### config.mk
export PLATFORM = sky130hd
export DESIGN_NAME = ifetch_unit
export DESIGN_NICKNAME = d
export VERILOG_FILES = /design/src/rtl/cpu_pkg.sv /design/src/rtl/fetch_fifo.sv /design/src/rtl/ifetch_unit.sv
export SDC_FILE = /design/constraint.sdc
export NUM_CORES = 1
export LEC_CHECK = 0
export ABC_AREA = 1
export BUFFER_PORTS_ARGS = -buffer_cell sky130_fd_sc_hd__buf_2
export CORE_UTILIZATION = 39
export DETAILED_ROUTE_END_ITERATION = 8
export GPL_TIMING_DRIVEN = 0
export PLACE_DENSITY_LB_ADDON = 0.15
export SYNTH_ARGS = -nofsm -noshare
export SYNTH_HDL_FRONTEND = slang
export SYNTH_HIERARCHICAL = 1
export SYNTH_SLANG_ARGS = --single-unit
### constraint.sdc
create_clock -name clk -period 4.4 [get_ports clk]
set_input_delay 1.32 -clock clk [delete_from_list [all_inputs] [get_ports clk]]
set_output_delay 1.32 -clock clk [all_outputs]
set_load 0.02 [all_outputs]
### src/rtl/cpu_pkg.sv
// CPU-wide constants and types shared by the fetch front end.
package cpu_pkg;

  localparam int XLEN = 32;
  localparam logic [XLEN-1:0] RESET_PC_DEFAULT = 32'h0000_0000;

  // One buffered fetch: the instruction word and the address it came from.
  typedef struct packed {
    logic [XLEN-1:0] pc;
    logic [XLEN-1:0] instr;
  } fetch_pair_t;

  typedef enum logic {
    ST_RUN   = 1'b0,
    ST_DRAIN = 1'b1
  } fetch_state_e;

  function automatic logic [XLEN-1:0] redirect_target(input logic [XLEN-1:0] bpc,
                                                      input logic [XLEN-1:0] imm);
    return bpc + imm;
  endfunction

endpackage

### src/rtl/fetch_fifo.sv
// Small registered FIFO with synchronous flush. The caller must not push
// into a full FIFO unless it pops in the same cycle.
module fetch_fifo #(
  parameter int DEPTH = 2,
  parameter int WIDTH = 64,
  localparam int PW = (DEPTH > 1) ? $clog2(DEPTH) : 1,
  localparam int CW = $clog2(DEPTH + 1)
) (
  input  logic             clk,
  input  logic             rst_n,
  input  logic             push,
  input  logic [WIDTH-1:0] push_data,
  input  logic             pop,
  input  logic             flush,
  output logic [WIDTH-1:0] head,
  output logic             full,
  output logic             empty,
  output logic [CW-1:0]    count
);

  logic [WIDTH-1:0] mem [DEPTH];
  logic [PW-1:0]    rd_ptr, wr_ptr;
  logic             do_pop;

  function automatic logic [PW-1:0] wrap_inc(input logic [PW-1:0] p);
    return (p == PW'(DEPTH - 1)) ? '0 : p + PW'(1);
  endfunction

  assign empty  = (count == '0);
  assign full   = (count == CW'(DEPTH));
  assign do_pop = pop && !empty;
  assign head   = mem[rd_ptr];

  always_ff @(posedge clk or negedge rst_n) begin
    if (!rst_n) begin
      rd_ptr <= '0;
      wr_ptr <= '0;
      count  <= '0;
      for (int i = 0; i < DEPTH; i++) mem[i] <= '0;
    end else if (flush) begin
      rd_ptr <= '0;
      wr_ptr <= '0;
      count  <= '0;
    end else begin
      if (push) begin
        mem[wr_ptr] <= push_data;
        wr_ptr      <= wrap_inc(wr_ptr);
      end
      if (do_pop) rd_ptr <= wrap_inc(rd_ptr);
      count <= count + CW'(push) - CW'(do_pop);
    end
  end

endmodule

### src/rtl/ifetch_unit.sv
// Instruction fetch: sequential PC, in-order memory requests, a {PC, instr}
// buffer toward decode, and branch redirect with stale-response dropping.
module ifetch_unit import cpu_pkg::*; #(
  parameter logic [XLEN-1:0] RESET_PC   = RESET_PC_DEFAULT,
  parameter int              FIFO_DEPTH = 2
) (
  input  logic            clk,
  input  logic            rst_n,
  output logic            Imem_req,
  output logic [XLEN-1:0] Imem_addr,
  input  logic            Imem_ready,
  input  logic            Imem_rvalid,
  input  logic [XLEN-1:0] Imem_rdata,
  input  logic            Branch_taken,
  input  logic [XLEN-1:0] Branch_pc,
  input  logic [XLEN-1:0] Imm_in,
  output logic            Instr_valid,
  output logic [XLEN-1:0] Instruction32,
  output logic [XLEN-1:0] Instr_pc,
  input  logic            Instr_ready,
  output logic            Misalign_err
);

  localparam int CW = $clog2(FIFO_DEPTH + 1);

  fetch_state_e    state;
  logic [XLEN-1:0] pc, resp_pc, target, target_al;
  logic [CW-1:0]   outstanding, drop_cnt, fifo_count;
  logic [CW:0]     inflight;
  logic            fifo_full, fifo_empty;
  logic            accept, resp, push, pop;
  fetch_pair_t     head, push_pair;

  assign target    = redirect_target(Branch_pc, Imm_in);
  assign target_al = {target[XLEN-1:2], 2'b00};

  assign Instr_valid   = !fifo_empty;
  assign Instruction32 = head.instr;
  assign Instr_pc      = head.pc;
  assign pop           = Instr_valid && Instr_ready;

  // A slot freed by this cycle's pop can already back a new request, which
  // keeps a two-entry buffer streaming one instruction per cycle.
  assign inflight  = {1'b0, outstanding} + {1'b0, fifo_count} - (CW+1)'(pop);
  assign Imem_req  = rst_n && !Branch_taken && (inflight < (CW+1)'(FIFO_DEPTH));
  assign Imem_addr = pc;
  assign accept    = Imem_req && Imem_ready;

  // Responses with nothing outstanding are protocol errors and are ignored.
  assign resp      = Imem_rvalid && (outstanding != '0);
  assign push      = resp && !Branch_taken && (drop_cnt == '0) && (!fifo_full || pop);
  assign push_pair = '{pc: resp_pc, instr: Imem_rdata};

  fetch_fifo #(
    .DEPTH (FIFO_DEPTH),
    .WIDTH ($bits(fetch_pair_t))
  ) u_fifo (
    .clk       (clk),
    .rst_n     (rst_n),
    .push      (push),
    .push_data (push_pair),
    .pop       (pop),
    .flush     (Branch_taken),
    .head      (head),
    .full      (fifo_full),
    .empty     (fifo_empty),
    .count     (fifo_count)
  );

  always_ff @(posedge clk or negedge rst_n) begin
    if (!rst_n) begin
      state        <= ST_RUN;
      pc           <= RESET_PC;
      resp_pc      <= RESET_PC;
      outstanding  <= '0;
      drop_cnt     <= '0;
      Misalign_err <= 1'b0;
    end else begin
      Misalign_err <= Branch_taken && target[1];
      outstanding  <= outstanding + CW'(accept) - CW'(resp);
      if (Branch_taken) begin
        // A response landing in the redirect cycle is dropped here, so only
        // the ones still to come are counted.
        pc       <= target_al;
        resp_pc  <= target_al;
        drop_cnt <= outstanding - CW'(resp);
        state    <= ((outstanding - CW'(resp)) != '0) ? ST_DRAIN : ST_RUN;
      end else begin
        if (accept) pc      <= pc + XLEN'(4);
        if (push)   resp_pc <= resp_pc + XLEN'(4);
        case (state)
          ST_DRAIN: begin
            if (resp) begin
              drop_cnt <= drop_cnt - CW'(1);
              if (drop_cnt == CW'(1)) state <= ST_RUN;
            end
          end
          default: ;
        endcase
      end
    end
  end

endmodule

==> flow_summary.yaml <==
run_status:
  status: "finished, final reports clean"
synth:
  netlist_area_mm2: 0.0132
  synth_top_family_by_area: "simple AND/OR/NAND/NOR gates"
  synth_mux_area_share_pct: 0
  synth_compound_area_share_pct: 15.0
  yosysWarnings: 6
  synth_xor_area_share_pct: 2.40
  synth_cells: 1844
  synth-simple-area-share_pct: 30.0
  ys.flop_type: "dfrtp_1"
  synth_edf_count: 0
  synthAdderAreaFrac_pct: 4.20
  synth_largest_area_cell: "dfrtp_1"
  synth_seq_cells: 198
  synth_area_leaders: "dfrtp_1, nand2_1, o21ai_2"
  synthDistinctLibCells: 43
  async_reset_ff_share_pct: 100
  synth_top_area_share_pct: 37.6
  syn_avg_cell_area_um2: 7.14
  ys_seq_area_share_pct: 37.6
setup_path:
  worstSetupPathType: "in2out"
  critical_path_arrival_ns: 2.98
  crit_fanout: 2
  critPathRequiredTime_ns: 3.08
  startpoint_type: "input pin"
  endpoint_kind: "primary output"
placed_design:
  post-place-ws_ns: -0.228
  gp_congestion: 0.931
  dp.cells: 2488
  port_buffers: 198
  place_hpwl_um: 30800
clock_tree:
  htree_levels: 4
  path_clk_slew_ns: 0.07
  cts_buffer_depth: 2
  root_buffer: "clkbuf_16"
  ctsHoldBuffers: 0
  clkSinkCount: 198
  cts_tree: "yes"
  clk-insertion-delay-late_ns: 0.45
  numCtsBuffers: 17
final_layout:
  final_cells: 2522
  insertedDiodeCount: 0
  nNetsFinal: 2212
  drive_above_1_share_pct: 20.8
  final_core_util_pct: 46.8
  area_growth_pct: 16.9
power_and_ir_drop:
  intPower_mw: 4.20
  p_comb_share_pct: 39.1
  p_clk_share_pct: 22.2
  p_sw_mw: 2.93
  leakage_nw: 8.31
  pwr-share-seq_pct: 38.8
  swShare_pct: 41.1
  power_density_mw_per_mm2: 464
  ir_drop_uv: 208
global_route:
  grtUsageTotal_pct: 24.0
  grt_pass1_vias: 11800
  grt_max_degree: 119
  grt.overflow.total: 0
  grt_pass1_wl_um: 63200
  antenna_found_initial: 0
timing:
  setup_ws_ns: 0.0995
  rsz0062_at_grt: "no"
  slew_headroom_pct: 51.8
  min_period_ns: 4.30
  hold_slack_ns: 0.482
  finClkSkew_ns: 0.0138
  hold_viol_final: 0
  setup_viol: 0
  tightest_slew_ns: 0.723
  slew_violations: 0
  period_share_pct: 97.7
  fmax_mhz: 233
run:
  max_cap_viol_count: 0
die:
  floorplan.initialDensity_pct: 40.0
  die_y_um: 186
  num_rows: 66
  die_area_mm2: 0.0345
  die_x_um: 186
  ios: 201
  coreArea_mm2: 0.0329
drt:
  drt_wl_total_um: 40100
  drc: 0
  vias: 12300
  drtAntennaViolNets: 0
  wire_per_inst_um: 15.9
  drt_iter0_drc: 777
  drt_pass1_iterations: 7
  viasPerCell: 4.88
worst_hold_path:
  hold_path_class: "reg2reg"
## final timing paths
kind                                              end                      start  slack [ns]  cells after the start
min reg2reg                 u_fifo/mem[9]$_DFFE_PN0P_  u_fifo/mem[9]$_DFFE_PN0P_        0.48                      2
min                         u_fifo/mem[9]$_DFFE_PN0P_  u_fifo/mem[9]$_DFFE_PN0P_        0.48                      2
max                                          Imem_req                Instr_ready         0.1                      9
min in group asynchronous  u_fifo/mem[29]$_DFFE_PN0P_                      rst_n        0.87                      1
max reg2reg                  outstanding[1]$_DFF_PN0_  u_fifo/count[1]$_DFF_PN0_        0.63                     17
max in group asynchronous   Imem_addr[26]$_DFFE_PN0P_                      rst_n        2.49                      2
## routing by layer
layer  share of wire [%]  GRT usage [%]  wire [um]
met1                  43           29.6      17400
met2                  49           42.1      19800
met3                 5.2           4.32       2070
met4                 2.0           7.51        807
met5                   0              0          0
## cell families (layout without fill, tap and decap cells)
kind of cell | after synthesis | after routing
buffers and inverters | 312 | 545
xor gates and xnor gates | 36 | 36
DFF | 198 | 198
AOI/OAI and AO/OA | 296 | 296
and+or+nand+nor | 958 | 958
adders and majority gates | 43 | 43
other | 1 | 4
## timing repair
action                     4_1_cts  5_1_grt
hold endpoints to repair         0        0
buffers inserted                 2        0
gates resized for setup          4        6
pin swaps                        2        6
setup endpoints to repair        1        1
## layout by cell type, fill, tap and decap left out, drive strengths merged
cell type,count
nand4,15
xor2,23
nor3b,2
o21a,1
a31oi,12
o311ai,2
a22oi,11
clkbuf,29
fa,2
inv,250
conb,4
o211ai,6
or2,2
nor3,32
xnor2,13
o21ai,182
bufinv,2
nand3b,11
ha,41
a21oi,77
clkinv,5
nor2,145
o21bai,5
nand3,67
buf,256
and2,1
nand2,683
dfrtp,198
clkinvlp,3
## synthesized netlist by cell type (6+ instances only)
cell type	n
a31oi_1	12
o21ai_0	59
inv_2	7
clkbuf_1	8
dfrtp_1	198
nand3_1	62
ha_1	41
o21ai_1	15
nand2_1	677
xnor2_1	13
buf_2	22
nor2_1	136
o21ai_2	108
buf_6	27
xor2_1	23
nand4_1	15
nand3b_1	10
a21oi_1	76
a22oi_1	11
inv_1	241
o211ai_1	6
nor3_1	28
## power by group through the flow
stage | clock network [mW] | registers (mW) | logic (mW)
detailed placement | 0 | 2.79 | 2.78
CTS | 1.62 | 2.76 | 2.79
global placement | 0 | 2.78 | 2.73
finish | 1.58 | 2.77 | 2.79
global route | 1.68 | 2.84 | 3.15
floorplan | 0 | 2.75 | 1.90
## state kept, by name (all words and copies together), names as in the netlist
register and flops:
u_fifo/mem 128, Imem_addr 30, resp_pc 30, drop_cnt 2
outstanding 2, u_fifo/count 2, Misalign_err 1, state 1
u_fifo/rd_ptr 1, u_fifo/wr_ptr 1
## per-stage QoR
stage	power (mW)	TNS [ns]	area (um^2)
after floorplan	4.65	0	13200
after global placement	5.51	-367.75	14700
after detailed placement	5.57	-0.425	14800
after CTS	7.17	0	15400
after global routing	7.67	0	15400
final	7.14	0	15400
## final cells by class
class | count | area (um^2)
clock inverters | 12 | 125
multi-input cells | 1337 | 6830
repair buffers | 201 | 1060
well taps | 442 | 553
flip-flops and latches | 198 | 4950
inverters | 248 | 931
clock buffers | 20 | 447
plain buffers | 64 | 487
fillers | 3534 | 17500
## critical path, stage by stage
cell	delay, ns
buf_6	0.07
inv_2	0.03
nor2_4	0.11
ha_4	0.21
or2_4	0.23
fa_1	0.55
nand3_2	0.08
nor3b_4	0.23
buf_6	0.15
Power figures use the tool's default switching activity.
